**src/rtl/bw_io_bs_pkg.sv**
```systemverilog
// Shared types and constants for the IO boundary-scan capture/shift segment.
package bw_io_bs_pkg;

    localparam int unsigned BS_SEG_WIDTH = 3;

    typedef enum logic [1:0] {
        IDLE  = 2'd0,
        CAP   = 2'd1,
        SHIFT = 2'd2,
        UPD   = 2'd3
    } bs_dr_state_e;

    function automatic int unsigned bs_cnt_w(input int unsigned width);
        return $clog2(width + 1);
    endfunction

endpackage

```
**src/rtl/bw_io_bs_cell.sv**
```systemverilog
// One boundary-scan capture/shift cell: parallel capture has priority over serial shift.
module bw_io_bs_cell (
    input  logic clk,
    input  logic rst_l,
    input  logic load,
    input  logic shift,
    input  logic pad,
    input  logic si,
    output logic q
);

    always_ff @(posedge clk) begin
        if (!rst_l) begin
            q <= 1'b0;
        end else if (load) begin
            q <= pad;
        end else if (shift) begin
            q <= si;
        end
    end

endmodule

```
**src/rtl/bw_io_bs_capshift_3x.sv**
```systemverilog
// Boundary-scan DR capture/shift segment with shift counting and a one-cycle update strobe.
module bw_io_bs_capshift_3x
    import bw_io_bs_pkg::*;
#(
    parameter int unsigned WIDTH = BS_SEG_WIDTH,
    parameter int unsigned CNT_W = bs_cnt_w(WIDTH)
) (
    input  logic             clk,
    input  logic             rst_l,
    input  logic             capture_dr,
    input  logic             shift_dr,
    input  logic             update_dr,
    input  logic             tdi,
    input  logic [WIDTH-1:0] pad_in,
    output logic             tdo,
    output logic [WIDTH-1:0] sd,
    output logic             up_dr,
    output logic             frame_ok,
    output logic             busy
);

    // The overshift code WIDTH+1 can need one bit beyond CNT_W.
    localparam int unsigned CNT_IW = CNT_W + (((WIDTH + 1) >= (1 << CNT_W)) ? 1 : 0);
    localparam logic [CNT_IW-1:0] CNT_FULL = CNT_IW'(WIDTH);
    localparam logic [CNT_IW-1:0] CNT_SAT  = CNT_IW'(WIDTH + 1);

    bs_dr_state_e      state;
    bs_dr_state_e      state_nxt;
    logic [CNT_IW-1:0] cnt;
    logic [CNT_IW-1:0] cnt_nxt;
    logic [CNT_IW-1:0] cnt_inc_c;
    logic              load_c;
    logic              shift_c;
    logic [WIDTH-1:0]  sr;
    logic [WIDTH-1:0]  si;

    // Serial chain: tdi enters at the MSB cell, tdo leaves from cell 0.
    for (genvar i = 0; i < WIDTH; i++) begin : g_cell
        if (i == WIDTH - 1) begin : g_msb
            assign si[i] = tdi;
        end else begin : g_lo
            assign si[i] = sr[i+1];
        end

        bw_io_bs_cell u_cell (
            .clk   (clk),
            .rst_l (rst_l),
            .load  (load_c),
            .shift (shift_c),
            .pad   (pad_in[i]),
            .si    (si[i]),
            .q     (sr[i])
        );
    end

    assign tdo = sr[0];
    assign sd  = sr;

    assign cnt_inc_c = (cnt == CNT_SAT) ? cnt : cnt + CNT_IW'(1);

    always_ff @(posedge clk) begin
        if (!rst_l) begin
            state    <= IDLE;
            cnt      <= '0;
            up_dr    <= 1'b0;
            frame_ok <= 1'b0;
            busy     <= 1'b0;
        end else begin
            state    <= state_nxt;
            cnt      <= cnt_nxt;
            up_dr    <= (state_nxt == UPD);
            frame_ok <= (state_nxt == UPD) && (cnt_nxt == CNT_FULL);
            busy     <= (state_nxt != IDLE);
        end
    end

    // Request priority everywhere: capture > shift > update.
    always_comb begin
        state_nxt = state;
        cnt_nxt   = cnt;
        load_c    = 1'b0;
        shift_c   = 1'b0;
        unique case (state)
            IDLE: begin
                if (capture_dr) begin
                    state_nxt = CAP;
                end else if (shift_dr) begin
                    state_nxt = SHIFT;
                    shift_c   = 1'b1;
                    cnt_nxt   = cnt_inc_c;
                end else if (update_dr) begin
                    state_nxt = UPD;
                end
            end
            CAP: begin
                load_c  = 1'b1;
                cnt_nxt = '0;
                if (shift_dr) begin
                    state_nxt = SHIFT;
                end else if (update_dr) begin
                    state_nxt = UPD;
                end else begin
                    state_nxt = IDLE;
                end
            end
            SHIFT: begin
                if (capture_dr) begin
                    state_nxt = CAP;
                end else if (shift_dr) begin
                    shift_c = 1'b1;
                    cnt_nxt = cnt_inc_c;
                end else if (update_dr) begin
                    state_nxt = UPD;
                end else begin
                    state_nxt = IDLE;
                end
            end
            UPD: begin
                cnt_nxt   = '0;
                state_nxt = IDLE;
            end
            default: begin
                state_nxt = IDLE;
            end
        endcase
    end

endmodule

```
**config.mk**
```make
export PLATFORM = sky130hd
export DESIGN_NAME = bw_io_bs_capshift_3x
export DESIGN_NICKNAME = d
export VERILOG_FILES = /design/src/rtl/bw_io_bs_pkg.sv /design/src/rtl/bw_io_bs_cell.sv /design/src/rtl/bw_io_bs_capshift_3x.sv
export SDC_FILE = /design/constraint.sdc
export NUM_CORES = 1
export LEC_CHECK = 0
export CAP_MARGIN = 20
export CORE_AREA = 10 10 47 49
export CTS_BUF_LIST = sky130_fd_sc_hd__clkbuf_2
export CTS_CLUSTER_SIZE = 10
export DETAILED_ROUTE_END_ITERATION = 6
export DIE_AREA = 0 0 57 59
export DONT_BUFFER_PORTS = 1
export SETUP_SLACK_MARGIN = 0.4
export SLEW_MARGIN = 5
export SYNTH_ARGS = -nofsm -noshare
export SYNTH_HDL_FRONTEND = slang
export SYNTH_SLANG_ARGS = --single-unit
```
**constraint.sdc**
```tcl
create_clock -name clk -period 3.98 [get_ports clk]
set_clock_uncertainty 0.2 [all_clocks]
set_input_delay 0.796 -clock clk [delete_from_list [all_inputs] [get_ports clk]]
set_output_delay 0.796 -clock clk [all_outputs]
set_load 0.02 [all_outputs]
```
After elaboration in Yosys (flattened, before gate mapping)

Index checks and enable logic that the tools add are counted.

Output and inout bits: 7
Bits in registers: 11
Bits of input ports: 9

$add $sub $neg: 1
Equality and inequality tests: 6
Reductions and logical operators: 6
Muxes and demuxes: 22

Operators by type and width:

| cell                | count |
|---|---|
| $mux 2              | 7 |
| $mux 1              | 10 |
| $mux 3              | 3 |
| $pmux 2 s4          | 1 |
| $eq 2x2->1 const B  | 3 |
| $pmux 3 s2          | 1 |
| $reduce_bool 2->1   | 2 |
| $reduce_or 2->1     | 2 |
| $add 3x1->3 const B | 1 |
| $eq 3x2->1 const B  | 1 |
| $eq 3x3->1 const B  | 1 |
| $eq 2x1->1 const B  | 1 |
| $logic_not 2->1     | 1 |
| $logic_and 1x1->1   | 1 |

Depth between registers and ports, before layout

Gate-level depths: netlist (run 1).

Word-level depth: 7
Depth in mapped cells: 6

Modules after synthesis

From an unflattened synthesis (run 1), not the netlist that was laid out.

Cells, all modules: 52
Area, all modules: 514.2 µm²

By module, submodules not included:

| module               | times used | cells each | area each (µm²) |
|---|---|---|---|
| bw_io_bs_capshift_3x | 1          | 40         | 371.6 |
| bw_io_bs_cell        | 3          | 4          | 47.5 |

Least setup slack after synthesis (run 1)

OpenSTA, ideal clock, no wires.

Kind: input to register
Start: input capture_dr
End: register frame_ok
Path slack: 2.103 ns
Stages on the path: 4
Arrival: 1.560 ns
Data required time: 3.663 ns
Path through: nand2b_1 -> a21oi_1 -> mux2i_1 -> and4b_1

Longest elaborated chain between the ends: 4
Elaborated cells between the ends (all ways): 8
Those cells by class: eq/ne (2); mux (5); reduce/logical (1)

Ends and longest elaborated chain:

| what                                     | RTL line                    | RTL |
|---|---|---|
| from (decl)                              | bw_io_bs_capshift_3x.sv:10  | `input logic capture_dr,` |
| $mux 2 (tied with other cells)           | bw_io_bs_capshift_3x.sv:107 | `if (capture_dr) begin` |
| $pmux 2 s4 or $pmux 3 s2 (tied branches) | bw_io_bs_capshift_3x.sv:83  | `unique case (state)` |
| $eq 2x2->1 or $eq 3x2->1 (tied branches) | bw_io_bs_capshift_3x.sv:72  | `frame_ok <= (state_nxt == UPD) && (cnt_nxt == CNT_FULL);` |
| $logic_and 1x1->1 *                      | bw_io_bs_capshift_3x.sv:72  |  |
| to (signal assigned)                     | bw_io_bs_capshift_3x.sv:72  |  |
| to (decl)                                | bw_io_bs_capshift_3x.sv:18  | `output logic frame_ok,` |

Every way passes the cells marked *; elsewhere a longest branch is shown, timed or not.
A chain may end at the register's enable or synchronous reset.

Final worst setup path (run 1)

Start: register g_cell[0].u_cell.q
End: output sd[0]

RTL lines:

| what                   | RTL line                   | RTL |
|---|---|---|
| from (decl)            | bw_io_bs_cell.sv:9         | `output logic q` |
| from (signal assigned) | bw_io_bs_cell.sv:16        | `q <= pad;` |
| from (signal assigned) | bw_io_bs_cell.sv:18        | `q <= si;` |
| to (decl)              | bw_io_bs_capshift_3x.sv:16 | `output logic [WIDTH-1:0] sd,` |

No word-level cell between the ends.

==> impl_metrics.csv, run 1 <==
group,metric,value,unit
sta,rsz0062_at_grt,"false",
logic_synthesis,netlist_area,546,µm²
critical_path,reg2reg_to,"g_cell[0].u_cell.q",
sta,fin_tns_setup,0,ns
floorplanning,core,1400,µm²
finish,fill_cells,144,
clock_network,cts_sinks,11,
clock_network,h-tree-depth,1,
global_route,top_usage_layer,"met2",
floorplanning,pin_count,16,
route,drtPass1Iterations,3,
run_status,status,"finished, final reports clean",
floorplanning,start_util,38.9,%
sta,hold_violations,0,
global_route,met1_usage,7.50,%
route,ant_nets,0,
pwr,ir_drop,0.000162,V
clock_network,cts_tree,"yes",
global_route,first_global_vias,372,
clock_network,hold_buffers,0,
logic_synthesis,synth.area.top_cells,"dfxtp_1, mux2i_1, nor2_1",
place,gp_congestion,0.710,
global_route,grt_overflow,0,
critical_path,path_class,"reg2out",
critical_path,endpoint_kind,"output port",
place,dp_hpwl,793,µm
sta,period_share,46.1,%
route,viasPerCell,5.04,
global_route,grtUsageMet3,5.15,%
critical_path,critPathArrivalTime,0.84,ns
route,vias,363,
logic_synthesis,synth_ff_type,"dfxtp_1",
global_route,grt_usage,6.62,%
logic_synthesis,synth_edf_count,0,
clock_network,clkLatencyLatePin,0.26,ns
critical_path,r2r-start,"state[0]",
route,routedWlPerCell,13.4,µm
logic_synthesis,synth_top_area_share,40.4,%
finish,diodes,0,
clock_network,numCtsBuffers,3,
route,drtIter0Drc,2,
finish,area_growth,-0.917,%
sta,final_max_slew_viol_count,0,
finish,drive_gt1_share,12.5,%
pwr,p_total,0.000226,W
finish,multi_input_area,265,µm²
logic_synthesis,ys_seq_area_share,40.4,%
finish,post-route-util,38.6,%
route,remaining_drc_errors,0,
finish,design_area,541,µm²
hold_path,hold_class,"reg2reg",
sta,max_slew_margin,71.9,%
pwr,p_per_area,419,nW/µm²
critical_path,ff2ff_path_depth,4,
logic_synthesis,syn-num-nets,68,
sta,fmaxAchievable,0.545,GHz
global_route,antenna_found_initial,0,
place,place_area,520,µm²
logic_synthesis,syn_avg_cell_area,9.57,µm²
logic_synthesis,synth_commonest_cells,"dfxtp_1, nor2_1, mux2i_1, inv_1",
finish,nets,68,
place,numPortBuffers,0,
critical_path,critPathMaxFanout,3,
floorplanning,die-area,3360,µm²
flow_run,maxCapViolations,0,
global_route,grt_use_met2,8.37,%
logic_synthesis,synth_cell_types,21,
hold_path,min_to,"state[0]",
critical_path,start_kind,"flip-flop",
global_route,grt_pass1_wl,1730,µm
sta,finalSetupViolations,0,
critical_path,crit_required,2.98,ns
route,drt_wl_total,964,µm
hold_path,min_path_cells,2,
clock_network,clkTransAtPathRegs,0.12,ns
sta,tightest_slew,0.421,ns
pwr,p_leak,0.232,nW
sta,fin_crit,1.84,ns
clock_network,cts_setup_buffers,0,
critical_path,reg2reg_slack,2.33,ns
clock_network,cts_resized,0,
clock_network,clk_path_buf_depth,2,
logic_synthesis,ys_async_sr_fraction,0,%
clock_network,ctsRootBufferMaster,"clkbuf_2",
global_route,grt_max_degree,10,
logic_synthesis,yosys_warnings,0,
floorplanning,die_width,57,µm
hold_path,hold_start,"state[1]",
logic_synthesis,synthesis.instances,57,
finish,seq_area,220,µm²
floorplanning,row_count,14,
floorplanning,die_y,59,µm
logic_synthesis,synth-seq-cells,11,
logic_synthesis,yosysTopAreaCell,"dfxtp_1",
## report_power, final
part           leakage, nW  switching [W]  internal (W)  total (W)
registers           0.0904      0.0000151      0.000118   0.000133
clock network       0.0166      0.0000378     0.0000267  0.0000645
logic                0.125      0.0000147     0.0000142  0.0000289
## per-stage QoR
step / cells / setup WS [ns] / hold WS [ns]
final: 72 / 2.14 / 0.387
after global routing: 72 / 2.08 / 0.433
after CTS: 72 / 2.12 / 0.384
after detailed placement: 68 / 2.04 / 0.345
after global placement: 68 / 2.07 / 0.355
after floorplan: 57 / 2.10 / 0.290
## routing by layer
metal	wire, µm	vias to the layer above
met5	0	-
met4	14	0
met3	115	2
met2	378	15
met1	456	159
li1	-	187
## placed cells by master, fill, tap and decap left out
cell type	n
a211oi_1	3
mux2i_1	5
o21bai_4	1
and4b_1	1
nor2_2	1
nor3_1	2
ha_1	2
nor2_1	11
and2b_1	1
and3b_1	1
nand2b_1	2
dfxtp_1	11
inv_1	4
o21ai_0	1
o21ai_4	1
nand3b_1	1
a21oi_1	2
clkbuf_2	4
o21a_1	1
or2_1	1
## kinds of logic (layout without fill, tap and decap cells)
family	Yosys count	count (layout)	share of synthesized area (%)
AND/OR/NAND/NOR	21	21	20.2
multiplexers	5	5	9.17
flip-flops	11	11	40.4
buffers and inverters	9	8	11.0
AO/OA/AOI/OAI	9	9	14.7
adder cells (fa/ha/maj)	2	2	4.59
## worst max-delay path by stage
| stage | startpoint | to | slack (ns) | depth (start not counted) |
|---|---|---|---|---|
| after floorplan | capture_dr | frame_ok | 2.10 | 4 |
| after global placement | capture_dr | frame_ok | 2.07 | 4 |
| after detailed placement | capture_dr | frame_ok | 2.04 | 4 |
| after CTS | g_cell[0].u_cell.q | sd[0] | 2.12 | 0 |
| after global routing | g_cell[0].u_cell.q | tdo | 2.08 | 0 |
| final | g_cell[0].u_cell.q | sd[0] | 2.14 | 0 |
## state kept, by name, summed over array words and instances (netlist names)
register,count
busy,1
state,2
g_cell.u_cell.q,3
up_dr,1
frame_ok,1
cnt,3
## area by class of cell
class                   count  share of cell area [%]
flip-flops and latches     11                    40.7
well taps                  16                    3.70
clock buffers               4                    3.70
multi-input cells          37                    49.1
inverters                   4                    2.78
No activity file was read; power rests on OpenSTA's default activity.
==> run 2, diff against run 1 <==
- clock period: 3.98 -> 1.6 ns (I/O delays scaled with it)
==> run 2 against run 1 <==
The run now ends with hold timing left; via count grew 9.4%; power grew to 2.7 times the previous value; utilization grew 9.6 points; final cell count grew 9.7%; highest routed layer is now met3; combinational power grew to 4.1 times the previous value; worst setup slack lost 2.0 ns; largest power group unchanged; final area grew 25%; die area is the same.
==> impl_metrics.csv, run 2 (synthesis results as in run 1) <==
group,metric,value,unit
finish,layout.cells.most_common,"nor2_1",
hold_path,min_to,"state[1]",
pwr,p_per_area,898,nW/µm²
floorplanning,die_width,57,µm
place,dp_hpwl,768,µm
place,gp_congestion,0.733,
global_route,grt_pass1_wl,1640,µm
critical_path,start_kind,"flip-flop",
finish,post-route-util,48.1,%
critical_path,reg2reg_to,"frame_ok",
pwr,ir_drop,0.000692,V
floorplanning,core,1400,µm²
sta,hold_violations,3,
sta,final_max_slew_viol_count,0,
floorplanning,start_util,38.9,%
sta,max_slew_margin,86.5,%
floorplanning,row_count,14,
floorplanning,die_y,59,µm
route,drt_wl_total,1040,µm
route,routedWlPerCell,13.2,µm
floorplanning,die-area,3360,µm²
hold_path,hold_class,"in2reg",
clock_network,clkLatencyLatePin,0.26,ns
critical_path,crit_required,1.56,ns
sta,rsz0062_at_grt,"true",
sta,period_share,89.1,%
finish,area_growth,23.6,%
clock_network,clk_path_buf_depth,2,
route,drtIter0Drc,3,
global_route,grt_overflow,0,
pwr,p_leak,0.279,nW
hold_path,hold_start,"rst_l",
sta,layout_setup_ws,0.175,ns
critical_path,r2r-start,"cnt[0]",
clock_network,clkTransAtPathRegs,0.11,ns
critical_path,critPathArrivalTime,1.38,ns
sta,fmaxAchievable,0.702,GHz
run_status,violations,"hold timing",
finish,nets,75,
sta,fin_tns_setup,0,ns
clock_network,numCtsBuffers,3,
global_route,antenna_found_initial,0,
finish,drive_gt1_share,52.4,%
run_status,status,"finished with violations",
route,remaining_drc_errors,0,
clock_network,h-tree-depth,1,
place,place_ws,0.165,ns
critical_path,endpoint_kind,"flip-flop",
clock_network,cts_sinks,11,
global_route,first_global_vias,401,
route,drtPass1Iterations,4,
sta,tightest_slew,0.197,ns
clock_network,ctsRootBufferMaster,"clkbuf_2",
finish,fill_cells,135,
critical_path,ff2ff_path_depth,5,
finish,largestRegisters,"cnt (3), g_cell.u_cell.q (3), state (2)",
place,numPortBuffers,0,
floorplanning,pin_count,16,
route,vias,397,
finish,instances_no_fill,79,
flow_run,maxCapViolations,0,
sta,fin_crit,1.43,ns
critical_path,path_class,"reg2reg",
route,ant_nets,0,
global_route,grt_max_degree,8,
clock_network,cts_tree,"yes",
sta,finalSetupViolations,0,
place,placedCellCount,69,
pwr,p_total,0.000605,W
hold_path,min_path_cells,2,
critical_path,reg2reg_slack,0.17,ns
finish,diodes,0,
sta,holdWs,-0.0273,ns
critical_path,critPathMaxFanout,3,
route,viasPerCell,5.03,
global_route,grt_usage,6.14,%
finish,final_cell_mix,"nor2_1, dfxtp_2",
==> run 2: cell count changes in the layout (fill, tap and decap cells not counted), sizes merged <==
cell | previous run | this run
buf | 0 | 7
==> run 2: how the worst max path moves through the flow <==
| stage | from | to | slack (ns) |
|---|---|---|---|
| after global placement | cnt[0] | frame_ok | 0.17 |
| after global routing | cnt[0] | frame_ok | 0.11 |
| after detailed placement | cnt[0] | frame_ok | 0.17 |
| after floorplan | state[0] | busy | 0.24 |
| final | cnt[0] | frame_ok | 0.17 |
| after CTS | cnt[0] | frame_ok | 0.18 |
==> run 2: area by class of cell <==
cell class                      count  area [µm²]  share of cell area (%)
Timing Repair Buffer                7        63.8                    9.46
Inverter                            4        15.0                    2.23
Clock buffer                        4        20.0                    2.97
Sequential cell                    11         241                    35.8
Tap cell                           16        20.0                    2.97
Multi-Input combinational cell     37         314                    46.6
==> run 2: per-layer routing <==
layer	GRT usage (%)	vias up	wire length, µm
met2	9.30	18	451
met1	5.95	181	432
met5	0	-	0
met4	1.01	0	0
met3	6.22	0	156
li1	-	198	-
==> run 2: critical path, cell delays in order (launching register included) <==
cell,delay (ns)
dfxtp_2,0.36
inv_2,0.05
ha_4,0.15
a21oi_2,0.12
mux2i_1,0.23
and4b_1,0.21
==> run 2: report_power, final <==
part	total [W]	switching [W]	internal [W]
Sequential	0.000330	0.0000343	0.000296
Combinational	0.000119	0.0000537	0.0000652
Clock	0.000156	0.0000900	0.0000664
Total	0.000605	0.000178	0.000427
==> run 2: timing repair <==
item / 4_1_cts / 5_1_grt
gates resized for setup: 15 / 6
setup endpoints to repair: 14 / 14
pin swaps: 5 / 1
buffers inserted: 5 / 1
hold endpoints to repair: 3 / 3
==> run 2: per-stage QoR <==
step                      cell area (µm²)  hold slack (ns)
after floorplan                       572            0.242
after global placement                554            0.260
after detailed placement              554            0.252
after CTS                             642          -0.0345
after global routing                  674          -0.0436
final                                 674          -0.0273
==> run 3, diff against run 2 <==
- CTS_CLUSTER_DIAMETER: unset -> 30
- clock period: 1.6 -> 1.2 ns (I/O delays scaled with it)
==> run 3 against run 2 <==
The run ends with hold timing, setup timing left; critical path depth did not move; sequential share of layout area down 3.3 points; routed wire length increased by 5.0%; sequential cell count is the same.
==> impl_metrics.csv, run 3 (synthesis results as in run 1) <==
group,metric,value,unit
run_status,status,"finished with violations",
run_status,violations,"hold timing, setup timing",
critical_path,cpMaxStageDelayCell,"dfxtp_2",
floorplanning,pin_count,16,
floorplanning,start_util,38.9,%
sta,fin_tns_setup,-1.12,ns
floorplanning,die_y,59,µm
floorplanning,die-area,3360,µm²
sta,holdWs,-0.104,ns
finish,nets,80,
sta,final_max_slew_viol_count,0,
route,drtIter0Drc,4,
global_route,grt_max_degree,8,
critical_path,crit_required,1.16,ns
global_route,antenna_found_initial,0,
finish,drive_gt1_share,69.1,%
pwr,p_per_area,1160,nW/µm²
finish,largestRegisters,"cnt (3), g_cell.u_cell.q (3), state (2)",
route,routedWlPerCell,13.0,µm
route,dr_wl_met2,466,µm
floorplanning,core,1400,µm²
clock_network,clkLatencyLatePin,0.25,ns
floorplanning,die_width,57,µm
route,remaining_drc_errors,0,
clock_network,clkTransAtPathRegs,0.11,ns
sta,hold_violations,2,
pwr,p_leak,0.304,nW
critical_path,critPathMaxFanout,3,
sta,period_share,118,%
flow_run,maxCapViolations,0,
sta,fin_crit,1.42,ns
sta,layout_setup_ws,-0.219,ns
hold_path,min_path_cells,2,
clock_network,numCtsBuffers,3,
place,gp_congestion,0.712,
place,place_ws,-0.218,ns
clock_network,h-tree-depth,1,
place,place_area,607,µm²
place,numPortBuffers,0,
critical_path,cp_cell_sequence,"inv_2 -> ha_4 -> a21oi_2 -> mux2i_1 -> and4b_1",
pwr,ir_drop,0.000568,V
global_route,grt_pass1_wl,1750,µm
finish,multi_input_area,335,µm²
route,drt_wl_total,1090,µm
route,vias,408,
route,m1WireLength,507,µm
finish,final_cell_mix,"buf_4, dfxtp_2, nor2_2, nor2_1, clkbuf_2",
clock_network,cts_tree,"yes",
route,viasPerCell,4.86,
sta,fmaxAchievable,0.705,GHz
global_route,first_global_vias,408,
critical_path,ff2ff_path_depth,5,
critical_path,slowest_delay,0.36,ns
sta,max_slew_margin,81.4,%
clock_network,clk_path_buf_depth,2,
place,dp_hpwl,812,µm
finish,seq_area,236,µm²
critical_path,endpoint_kind,"flip-flop",
sta,tightest_slew,0.279,ns
finish,post-route-util,52.0,%
pwr,p_total,0.000845,W
clock_network,ctsRootBufferMaster,"clkbuf_2",
global_route,grt_overflow,0,
finish,fill_cells,134,
route,ant_nets,0,
sta,finalSetupViolations,8,
critical_path,critPathArrivalTime,1.38,ns
hold_path,hold_class,"in2reg",
route,dr_wl_met3,118,µm
floorplanning,row_count,14,
finish,diodes,0,
global_route,grt_usage,6.68,%
route,drtPass1Iterations,3,
critical_path,start_kind,"flip-flop",
route,top_layer,"met3",
sta,rsz0062_at_grt,"true",
finish,layout.cells.most_common,"buf_4",
finish,design_area,728,µm²
clock_network,cts_sinks,11,
critical_path,path_class,"reg2reg",
finish,area_growth,33.5,%
-- run 3: worst paths after layout --
path	to	slack [ns]	from
min reg2reg	g_cell[1].u_cell.q	0.38	g_cell[1].u_cell.q
min	state[1]	-0.10	rst_l
max	frame_ok	-0.22	cnt[0]
max reg2reg	frame_ok	-0.22	cnt[0]
-- run 3: what timing repair did --
action                                  4_1_cts  5_1_grt
gates resized for setup                      13        9
endpoints found under the setup margin       18       18
endpoints found under the hold margin         4        4
setup buffers                                 3        1
pin swaps                                     6        3
-- run 3: per-layer routing --
layer | GRT usage (%) | vias up
li1 | - | 208
met1 | 7.20 | 185
met2 | 9.61 | 15
met3 | 4.94 | 0
met4 | 3.02 | 0
met5 | 0 | -
-- run 3: layout make-up --
type | instances | area share [%]
Sequential cell | 11 | 32.5
Tap cell | 16 | 2.75
Clock buffer | 4 | 2.75
Inverter | 4 | 2.06
Multi-Input combinational cell | 37 | 46.0
Timing Repair Buffer | 12 | 13.9
-- run 3: critical path, delay by kind of cell (launching register included) --
family	cells	cell delay (ns)
AOI/OAI and AO/OA	1	0.12
muxes	1	0.23
adders and majority gates	1	0.15
DFF	1	0.36
and+or+nand+nor	1	0.21
buffers and inverters	1	0.05
-- run 3: metrics by stage --
step,std cells,hold slack [ns]
final,84,-0.104
after global routing,84,-0.145
after detailed placement,76,0.172
after CTS,83,-0.128
after floorplan,57,0.162
after global placement,76,0.173
-- run 3: report_power, final --
| group | switching, W | total [W] | internal, W |
|---|---|---|---|
| clock | 0.000122 | 0.000210 | 0.0000885 |
| combinational | 0.0000896 | 0.000198 | 0.000108 |
| sequential | 0.0000410 | 0.000437 | 0.000396 |
